$ cat config.mk
export PLATFORM = sky130hd
export DESIGN_NAME = heart_beat_counter_flat
export DESIGN_NICKNAME = d
export VERILOG_FILES = /design/src/rtl/heart_beat_counter_if.sv /design/src/rtl/heart_beat_counter.sv /design/src/flat_wrapper.sv
export SDC_FILE = /design/constraint.sdc
export NUM_CORES = 1
export LEC_CHECK = 0
export ABC_AREA = 1
export CAP_MARGIN = 10
export CORE_MARGIN = 2
export CORE_UTILIZATION = 55
export CTS_CLUSTER_DIAMETER = 50
export DETAILED_ROUTE_END_ITERATION = 10
export HOLD_SLACK_MARGIN = 0.15
export PLACE_DENSITY = 0.74
export SETUP_SLACK_MARGIN = 0.02
export SLEW_MARGIN = 25
export SYNTH_ARGS = -nofsm -noshare
export SYNTH_HDL_FRONTEND = slang
export SYNTH_SLANG_ARGS = --single-unit
$ cat constraint.sdc
create_clock -name clk -period 6.7 [get_ports clk]
set_clock_uncertainty 0.1 [all_clocks]
set_input_delay 2.01 -clock clk [delete_from_list [all_inputs] [get_ports clk]]
set_output_delay 2.01 -clock clk [all_outputs]
set_load 0.02 [all_outputs]
$ cat src/rtl/heart_beat_counter_if.sv
`default_nettype none
// ============================================================================
//  Module      : heart_beat_counter_if
//  Description : Signal bundle between the heartbeat counter and its user.
//                The master side drives enable, raw sensor pulse and the
//                window-expired level; the slave side (the counter) returns
//                beat strobe, count, bpm result and status.
//  Revision    : 1.0  initial release
// ============================================================================
interface heart_beat_counter_if #(
   parameter int CNT_W = 8,
   parameter int BPM_W = 9
);
   logic             en_cont;
   logic             pulse_in;
   logic             window_done;
   logic             beat;
   logic [CNT_W-1:0] beat_count;
   logic [BPM_W-1:0] bpm;
   logic             bpm_valid;
   logic             busy;
   logic             overflow;

   modport master (
      output en_cont,
      output pulse_in,
      output window_done,
      input  beat,
      input  beat_count,
      input  bpm,
      input  bpm_valid,
      input  busy,
      input  overflow
   );

   modport slave (
      input  en_cont,
      input  pulse_in,
      input  window_done,
      output beat,
      output beat_count,
      output bpm,
      output bpm_valid,
      output busy,
      output overflow
   );
endinterface
`default_nettype wire

$ cat src/rtl/heart_beat_counter.sv
`default_nettype none
// ============================================================================
//  Module      : heart_beat_counter
//  Description : Counts refractory-filtered heartbeat pulses during a
//                measurement window, then converts the count to beats per
//                minute with a serial subtract-and-count divider.
//                Raw pulse and window-done inputs are resynchronised here.
//  Revision    : 1.0  initial release
// ============================================================================
module heart_beat_counter #(
   parameter int CLK_HZ     = 50_000_000,
   parameter int WINDOW_S   = 40,
   parameter int REFRACT_MS = 250,
   parameter int CNT_W      = 8,
   parameter int BPM_W      = 9
) (
   input  logic                 clk,
   input  logic                 rst,
   heart_beat_counter_if.slave  bus
);

   // -------------------------------------------------------------------------
   // Constants
   // -------------------------------------------------------------------------
   localparam int c_REFRACT_CYC = CLK_HZ / 1000 * REFRACT_MS;
   // The counter only ever holds REFRACT_CYC-1 down to 0.
   localparam int c_REFR_W      = (c_REFRACT_CYC > 1) ? $clog2(c_REFRACT_CYC) : 1;
   // 60 < 2^6, so count*60 fits in CNT_W+6 bits.
   localparam int c_DIV_W       = CNT_W + 6;

   localparam logic [c_REFR_W-1:0] c_REFR_LOAD = c_REFR_W'(c_REFRACT_CYC - 1);
   localparam logic [c_DIV_W-1:0]  c_WINDOW    = c_DIV_W'(WINDOW_S);
   localparam logic [c_DIV_W-1:0]  c_SIXTY     = c_DIV_W'(60);
   localparam logic [CNT_W-1:0]    c_CNT_MAX   = '1;
   localparam logic [BPM_W-1:0]    c_BPM_MAX   = '1;

   typedef enum logic [1:0] {
      S_IDLE    = 2'd0,
      S_MEASURE = 2'd1,
      S_CALC    = 2'd2,
      S_DONE    = 2'd3
   } state_t;

   // -------------------------------------------------------------------------
   // Declarations
   // -------------------------------------------------------------------------
   state_t              r_state;
   state_t              w_state_next;

   logic                r_pulse_meta;
   logic                r_pulse_s;
   logic                r_pulse_d;
   logic                r_wdone_meta;
   logic                r_wdone_s;

   logic [c_REFR_W-1:0] r_refr;
   logic                r_beat;
   logic [CNT_W-1:0]    r_beat_count;
   logic                r_overflow;

   logic [c_DIV_W-1:0]  r_dividend;
   logic [BPM_W-1:0]    r_quot;
   logic [BPM_W-1:0]    r_bpm;

   logic                w_candidate;
   logic                w_refr_zero;
   logic                w_accept;
   logic                w_cnt_sat;
   logic [CNT_W-1:0]    w_count_next;
   logic [c_DIV_W-1:0]  w_div_load;
   logic                w_div_ge;
   logic                w_busy;
   logic                w_bpm_valid;

   // -------------------------------------------------------------------------
   // Two-flop synchronisers for the asynchronous inputs, plus a delayed copy
   // of the synchronised pulse for rising-edge detection.
   // -------------------------------------------------------------------------
   always_ff @(posedge clk) begin
      if (rst) begin
         r_pulse_meta <= 1'b0;
         r_pulse_s    <= 1'b0;
         r_pulse_d    <= 1'b0;
         r_wdone_meta <= 1'b0;
         r_wdone_s    <= 1'b0;
      end else begin
         r_pulse_meta <= bus.pulse_in;
         r_pulse_s    <= r_pulse_meta;
         r_pulse_d    <= r_pulse_s;
         r_wdone_meta <= bus.window_done;
         r_wdone_s    <= r_wdone_meta;
      end
   end

   // -------------------------------------------------------------------------
   // Beat qualification and next-count arithmetic
   // -------------------------------------------------------------------------
   assign w_candidate  = r_pulse_s & ~r_pulse_d;
   assign w_refr_zero  = (r_refr == '0);
   // Beats only count while measuring and still enabled; an abort cycle
   // must not register a beat.
   assign w_accept     = (r_state == S_MEASURE) && bus.en_cont && w_candidate && w_refr_zero;
   assign w_cnt_sat    = (r_beat_count == c_CNT_MAX);
   assign w_count_next = (w_accept && !w_cnt_sat) ? (r_beat_count + CNT_W'(1)) : r_beat_count;
   // Uses the next count so a beat accepted in the same cycle as window
   // expiry is part of the result.
   assign w_div_load   = c_DIV_W'(w_count_next) * c_SIXTY;
   assign w_div_ge     = (r_dividend >= c_WINDOW);

   // -------------------------------------------------------------------------
   // State register
   // -------------------------------------------------------------------------
   always_ff @(posedge clk) begin
      if (rst) begin
         r_state <= S_IDLE;
      end else begin
         r_state <= w_state_next;
      end
   end

   // -------------------------------------------------------------------------
   // Next-state and state-decoded status outputs
   // -------------------------------------------------------------------------
   always_comb begin
      w_state_next = r_state;
      w_busy       = 1'b0;
      w_bpm_valid  = 1'b0;
      case (r_state)
         S_IDLE: begin
            if (bus.en_cont) begin
               w_state_next = S_MEASURE;
            end
         end
         S_MEASURE: begin
            w_busy = 1'b1;
            if (!bus.en_cont) begin
               w_state_next = S_IDLE;
            end else if (r_wdone_s) begin
               w_state_next = S_CALC;
            end
         end
         S_CALC: begin
            w_busy = 1'b1;
            if (!bus.en_cont) begin
               w_state_next = S_IDLE;
            end else if (!w_div_ge) begin
               w_state_next = S_DONE;
            end
         end
         S_DONE: begin
            w_bpm_valid = 1'b1;
            if (!bus.en_cont) begin
               w_state_next = S_IDLE;
            end
         end
         default: begin
            w_state_next = S_IDLE;
         end
      endcase
   end

   // -------------------------------------------------------------------------
   // Beat strobe, saturating beat counter, overflow flag and refractory timer.
   // Everything is cleared on the way into IDLE so an aborted window leaves
   // no residue.
   // -------------------------------------------------------------------------
   always_ff @(posedge clk) begin
      if (rst) begin
         r_beat       <= 1'b0;
         r_beat_count <= '0;
         r_overflow   <= 1'b0;
         r_refr       <= '0;
      end else begin
         r_beat <= w_accept;
         if (w_state_next == S_IDLE) begin
            r_beat_count <= '0;
            r_overflow   <= 1'b0;
            r_refr       <= '0;
         end else begin
            r_beat_count <= w_count_next;
            if (w_accept && w_cnt_sat) begin
               r_overflow <= 1'b1;
            end
            if (w_accept) begin
               r_refr <= c_REFR_LOAD;
            end else if (!w_refr_zero) begin
               r_refr <= r_refr - c_REFR_W'(1);
            end
         end
      end
   end

   // -------------------------------------------------------------------------
   // Serial divider: dividend loaded on the MEASURE->CALC edge, one
   // subtraction of WINDOW_S per CALC cycle. bpm only updates when the
   // division completes, so an abort leaves the previous result intact.
   // -------------------------------------------------------------------------
   always_ff @(posedge clk) begin
      if (rst) begin
         r_dividend <= '0;
         r_quot     <= '0;
         r_bpm      <= '0;
      end else if ((r_state == S_MEASURE) && (w_state_next == S_CALC)) begin
         r_dividend <= w_div_load;
         r_quot     <= '0;
      end else if ((r_state == S_CALC) && bus.en_cont) begin
         if (w_div_ge) begin
            r_dividend <= r_dividend - c_WINDOW;
            if (r_quot != c_BPM_MAX) begin
               r_quot <= r_quot + BPM_W'(1);
            end
         end else begin
            r_bpm <= r_quot;
         end
      end
   end

   // -------------------------------------------------------------------------
   // Output drive
   // -------------------------------------------------------------------------
   assign bus.beat       = r_beat;
   assign bus.beat_count = r_beat_count;
   assign bus.overflow   = r_overflow;
   assign bus.bpm        = r_bpm;
   assign bus.bpm_valid  = w_bpm_valid;
   assign bus.busy       = w_busy;

endmodule
`default_nettype wire
$ cat src/flat_wrapper.sv
// flat-port wrapper written by rule: the top's interface ports become plain ports
module heart_beat_counter_flat 
#(
   parameter int CLK_HZ     = 50_000_000,
   parameter int WINDOW_S   = 40,
   parameter int REFRACT_MS = 250,
   parameter int CNT_W      = 8,
   parameter int BPM_W      = 9
)
  (clk, rst, bus_en_cont, bus_pulse_in, bus_window_done, bus_beat, bus_beat_count, bus_bpm, bus_bpm_valid, bus_busy, bus_overflow);
  heart_beat_counter_if #(.CNT_W(CNT_W), .BPM_W(BPM_W)) bus_i ();
  input  logic clk;
  input  logic rst;
  input wire logic [$bits(bus_i.en_cont)-1:0] bus_en_cont;
  input wire logic [$bits(bus_i.pulse_in)-1:0] bus_pulse_in;
  input wire logic [$bits(bus_i.window_done)-1:0] bus_window_done;
  output wire logic [$bits(bus_i.beat)-1:0] bus_beat;
  output wire logic [$bits(bus_i.beat_count)-1:0] bus_beat_count;
  output wire logic [$bits(bus_i.bpm)-1:0] bus_bpm;
  output wire logic [$bits(bus_i.bpm_valid)-1:0] bus_bpm_valid;
  output wire logic [$bits(bus_i.busy)-1:0] bus_busy;
  output wire logic [$bits(bus_i.overflow)-1:0] bus_overflow;
  assign bus_i.en_cont = bus_en_cont;
  assign bus_i.pulse_in = bus_pulse_in;
  assign bus_i.window_done = bus_window_done;
  assign bus_beat = bus_i.beat;
  assign bus_beat_count = bus_i.beat_count;
  assign bus_bpm = bus_i.bpm;
  assign bus_bpm_valid = bus_i.bpm_valid;
  assign bus_busy = bus_i.busy;
  assign bus_overflow = bus_i.overflow;
  heart_beat_counter #(.CLK_HZ(CLK_HZ), .WINDOW_S(WINDOW_S), .REFRACT_MS(REFRACT_MS), .CNT_W(CNT_W), .BPM_W(BPM_W)) u_core (.clk(clk), .rst(rst), .bus(bus_i));
endmodule
---- Yosys cells after proc, flatten, opt, wreduce, memory -nomap -nowiden ----
Index checks and enable logic that the tools add are counted.
cells by class
  $add $sub $neg .......................... 4
  multiply operators ...................... 1
  magnitude comparators ................... 1
  equal/unequal tests ..................... 7
  mux-type cells .......................... 15
  bitwise operators ....................... 4
  reductions and logical operators ........ 21
operators with widths
  operator                                               count
  two-way mux 24 bit                                     2
  two-way mux 14 bit                                     3
  zero test 24 bit                                       1
  subtractor 24 x 1 -> 24 bit (second input constant)    1
  >= comparator 14 x 6 -> 1 bit (second input constant)  1
  subtractor 14 x 6 -> 14 bit (second input constant)    1
  multiplier 8 x 4 -> 12 bit (second input constant)     1
  two-way mux 2 bit                                      6
  adder 9 x 1 -> 9 bit (second input constant)           1
  inequality test 9 bit (second input constant)          1
  adder 8 x 1 -> 8 bit (second input constant)           1
  equality test 8 bit (second input constant)            1
  two-way mux 8 bit                                      1
  one-hot mux 2 bit (4 select lines)                     1
  logical AND 1 bit                                      7
  equality test 2 bit (second input constant)            3
  AND reduction 3 bit                                    2
  OR reduction 2 bit                                     3
  zero test 2 bit                                        2
  AND reduction 2 bit                                    2
  nonzero test 2 bit                                     2
  NOT 1 bit                                              3
  OR reduction 3 bit                                     1
  equality test 2 x 1 -> 1 bit (second input constant)   1
  4 further kinds                                        5
word-level totals
  bits in registers ....................... 73
  bits of input ports ..................... 5
  output and inout port bits .............. 21
  logic and storage cells ................. 68

---- Logic depth before layout (Yosys ltp) ----
  depth after elaboration ................. 8
  mapped depth ............................ 30
  depth with buffers taken out ............ 29

---- Least setup slack after synthesis ----
No wires, ideal clock.
  kind .................................... input to register
  from .................................... in bus_en_cont
  to ...................................... reg u_core.r_dividend[9]
  library setup time ...................... 0.071 ns
  arrival ................................. 4.892 ns
  required time ........................... 6.529 ns
  setup slack ............................. 1.637 ns
  stages .................................. 19
  cell sequence ........................... nand2_1 -> nor3_4 -> nand3_4 -> buf_6 -> o21ai_4 -> xnor2_1 -> inv_1 -> ha_1 -> inv_1 -> fa_1 -> inv_1 -> ha_1 -> nand2_1 -> nand2_1 -> o21bai_1 -> a21oi_1 -> xor2_1 -> nand2_1 -> a21oi_1
on the way
  word-level cells in the longest chain between the ends .. 7
  elaborated cells on any way between the ends .. 18
RTL lines
  item                              RTL line                   text
  start, declared                   flat_wrapper.sv:14         input wire logic [$bits(bus_i.en_cont)-1:0] bus_en_cont;
  logical AND 1 bit (3 in series)   heart_beat_counter.sv:102  assign w_accept = (r_state == S_MEASURE) && bus.en_cont && w_candidate && w_refr_zero;
  logical AND 1 bit                 heart_beat_counter.sv:104  assign w_count_next = (w_accept && !w_cnt_sat) ? (r_beat_count + CNT_W'(1)) : r_beat_count;
  two-way mux 8 bit                 heart_beat_counter.sv:104
  named net u_core.w_count_next[3]  heart_beat_counter.sv:69   logic [CNT_W-1:0] w_count_next;
  multiplier 8 x 4 -> 12 bit        heart_beat_counter.sv:107  assign w_div_load = c_DIV_W'(w_count_next) * c_SIXTY;
  two-way mux 14 bit                heart_beat_counter.sv:203  end else if ((r_state == S_MEASURE) && (w_state_next == S_CALC)) begin
  end signal, assigned              heart_beat_counter.sv:204  r_dividend <= w_div_load;
  end signal, assigned              heart_beat_counter.sv:208  r_dividend <= r_dividend - c_WINDOW;
  end, declared                     heart_beat_counter.sv:61   logic [c_DIV_W-1:0] r_dividend;
The timed path passes the listed nets, and every way through them passes these cells.
A chain may end at the register's enable or synchronous reset.

---- Worst setup path after layout ----
  from .................................... in bus_en_cont
  to ...................................... reg u_core.r_dividend[11]
The elaborated chain is that of the path after synthesis.

==> results.cfg <==
[place]
io_buffers = 25
place_hpwl_mm = 7.69
routabilityCongestion = 0.894
dpl-instance-area_mm2 = 0.00495

[clock_tree]
root_buffer = clkbuf_8
insertion_delay_ns = 0.34
cts_resized = 0
clockBufferDepth = 2
h-tree-depth = 3
numCtsBuffers = 9
cts_sinks = 70
post_cts_buffers = 0
path_clk_slew_ns = 0.08
cts_hold_buf = 0
cts_tree = yes

[logic_synthesis]
synth_seq_area_share = 0.303
ys_async_sr_fraction = 0
syn_nets = 713
synth_edf_count = 0
netlist_area_mm2 = 0.00462
ys_top_cells_by_area = dfxtp_1, nand2_1, nor2_1, inv_1, ha_1
syn_area_per_cell_um2 = 6.85
dominantRegCellSynth = dfxtp_1
syn_inst = 675
synth-seq-cells = 70
ys_types = 39
synth_top_area_frac = 0.303
synth_largest_area_cell = dfxtp_1
ys.warnings.count = 0

[pwr]
power.density_mw_per_mm2 = 265
p_leak_nw = 2.49
vdd_drop_max_uv = 152

[floorplanning]
die_y_um = 95.7
initial_utilization = 0.565
fp.dieArea_mm2 = 0.00915
io_pins = 26
die_x_um = 95.7
fp-row-count = 33
core_mm2 = 0.00818

[timing]
tightest_slew_ns = 0.862
fin_crit_ns = 5.79
post-route-period-util = 0.865
finalHoldViolations = 0
setup_violations = 0
fin_tns_setup_ns = 0
slew-limit-headroom = 0.423
rsz0062_at_grt = false
max_freq_mhz = 173
slew_viol_final = 0

[worst_setup_path]
required_ns = 6.80
end_kind = flip-flop
cp_max_fo = 12
startpoint_type = input pin
critical_path_arrival_ns = 5.90
path_class = in -> reg

[detailed_routing]
drt_iter0_drc = 168
postRouteWirelength_mm = 10.0
drt_pass1_iterations = 5
drc = 0
route.detailed.wl_per_inst_um = 12.3
drtAntennaViolNets = 0
vias_per_cell = 5.10
via_count = 4139

[global_route]
grt_pass1_wl_mm = 17.4
grt_max_degree = 26
grt_usage = 0.238
grt-ovfl-total = 0
grt_pass1_vias = 3953
antenna_found_initial = 0

[status]
status = finished, final reports clean

[finish]
drive_gt1_frac = 0.0836
fin_area_mm2 = 0.00521
layout.nets = 739
area.growth.synth_to_final_pct = 12.7
diodes = 0

[min_path]
hp-class = reg -> reg

[run]
max_cap_violations = 0
worst max-delay path, stage by stage:
cell and delay, ns:
clkdlybuf4s50_1 0.57, nand2_1 0.16, nor3_4 0.27, nand3_4 0.22, inv_2 0.16, nand2_1 0.06, o21ai_0 0.24, inv_1 0.21
fa_1 0.52, inv_1 0.04, ha_1 0.28, ha_1 0.35, nand2_1 0.14, inv_1 0.05, a21oi_1 0.17, nand2_1 0.07
nand2_1 0.05, nand2_1 0.05, nand4_1 0.08, nand2_1 0.06, nor2_1 0.09, nor2_1 0.04
layout by cell type (no fill, tap or decap), drive strengths merged, types with 4 or more instances in the layout:
| master | instances |
|---|---|
| xor2 | 19 |
| o21bai | 4 |
| clkbuf | 10 |
| nor3 | 11 |
| o21ai | 34 |
| clkdlybuf4s50 | 25 |
| nor2 | 111 |
| a21oi | 48 |
| inv | 100 |
| nand2 | 155 |
| nand3 | 40 |
| nand4 | 11 |
| xnor2 | 13 |
| dfxtp | 70 |
| ha | 25 |
| nor4 | 4 |
| fa | 8 |
sequential cells by signal, indices dropped and copies added (netlist names), 2 cells and up:
| register | flops |
|---|---|
| u_core.r_quot | 9 |
| u_core.r_refr | 24 |
| u_core.bus.bpm | 9 |
| u_core.bus.beat_count | 8 |
| u_core.r_dividend | 11 |
| u_core.r_state | 2 |
cells by family (layout without fill, tap and decap cells):
logic type,count (synthesis),after routing,synth area share
compound gates,93,93,0.113
xor+xnor,32,32,0.0606
fa+ha+maj,33,33,0.102
buf+inv,110,141,0.0934
flops,70,70,0.303
simple gates,337,337,0.327
path summary, 6_finish.rpt:
path | depth (start not counted) | slack [ns] | start | end
hold reg to reg | 2 | 0.29 | u_core.r_wdone_meta | u_core.r_wdone_s
setup / recovery | 22 | 0.91 | bus_en_cont | u_core.r_dividend[11]
hold / removal | 2 | 0.29 | u_core.r_wdone_meta | u_core.r_wdone_s
setup reg to reg | 25 | 2.32 | u_core.r_refr[0] | u_core.r_dividend[11]
synth_stat cells, types with 2 or more instances:
master / number
o21ai_1: 5
a21boi_1: 3
o21ai_0: 24
a31oi_1: 3
ha_1: 25
nor2_2: 9
nand3_2: 2
nor2_1: 99
a21oi_1: 48
xnor2_1: 13
nor2_4: 2
o21ai_2: 3
buf_2: 3
nor4_1: 4
fa_1: 8
o21ai_4: 2
or2_2: 3
nor3_1: 9
nand4_1: 11
o21bai_1: 4
nand2_1: 146
buf_6: 2
nand3_1: 36
clkbuf_1: 5
dfxtp_1: 70
nand3_4: 2
inv_2: 7
nand2_2: 8
inv_1: 91
xor2_1: 19
final cells by class:
type,instances,area [um2]
well taps,105,131
clock inverters,6,116
inverters,99,372
clock buffers,10,138
repair buffers,26,258
multi-input cells,495,2790
fillers,763,2970
flip-flops and latches,70,1400
per-layer routing:
layer / part of all wire / vias to the layer above / track usage
met5: 0 / - / 0
met4: 0.011 / 0 / 0.0524
met3: 0.036 / 11 / 0.0458
met2: 0.49 / 77 / 0.418
met1: 0.46 / 1858 / 0.301
li1: - / 2193 / -
report_power, final:
group	leakage, nW	internal, mW	switching, mW
logic	1.79	0.174	0.308
registers	0.567	0.445	0.0233
clock network	0.127	0.261	0.169
total	2.49	0.880	0.501
metrics by stage:
step | util | std cells | hold WS, ns | power [mW] | worst slack [ns]
after detailed placement | 0.606 | 795 | 0.294 | 0.954 | 0.527
after CTS | 0.637 | 811 | 0.299 | 1.39 | 0.877
after floorplan | - | 675 | 0.288 | 0.870 | 1.64
after global routing | 0.637 | 811 | 0.321 | 1.48 | 0.380
final | 0.637 | 811 | 0.292 | 1.38 | 0.906
after global placement | 0.606 | 795 | 0.289 | 0.950 | 0.636
No activity file was read; power rests on OpenSTA's default activity.
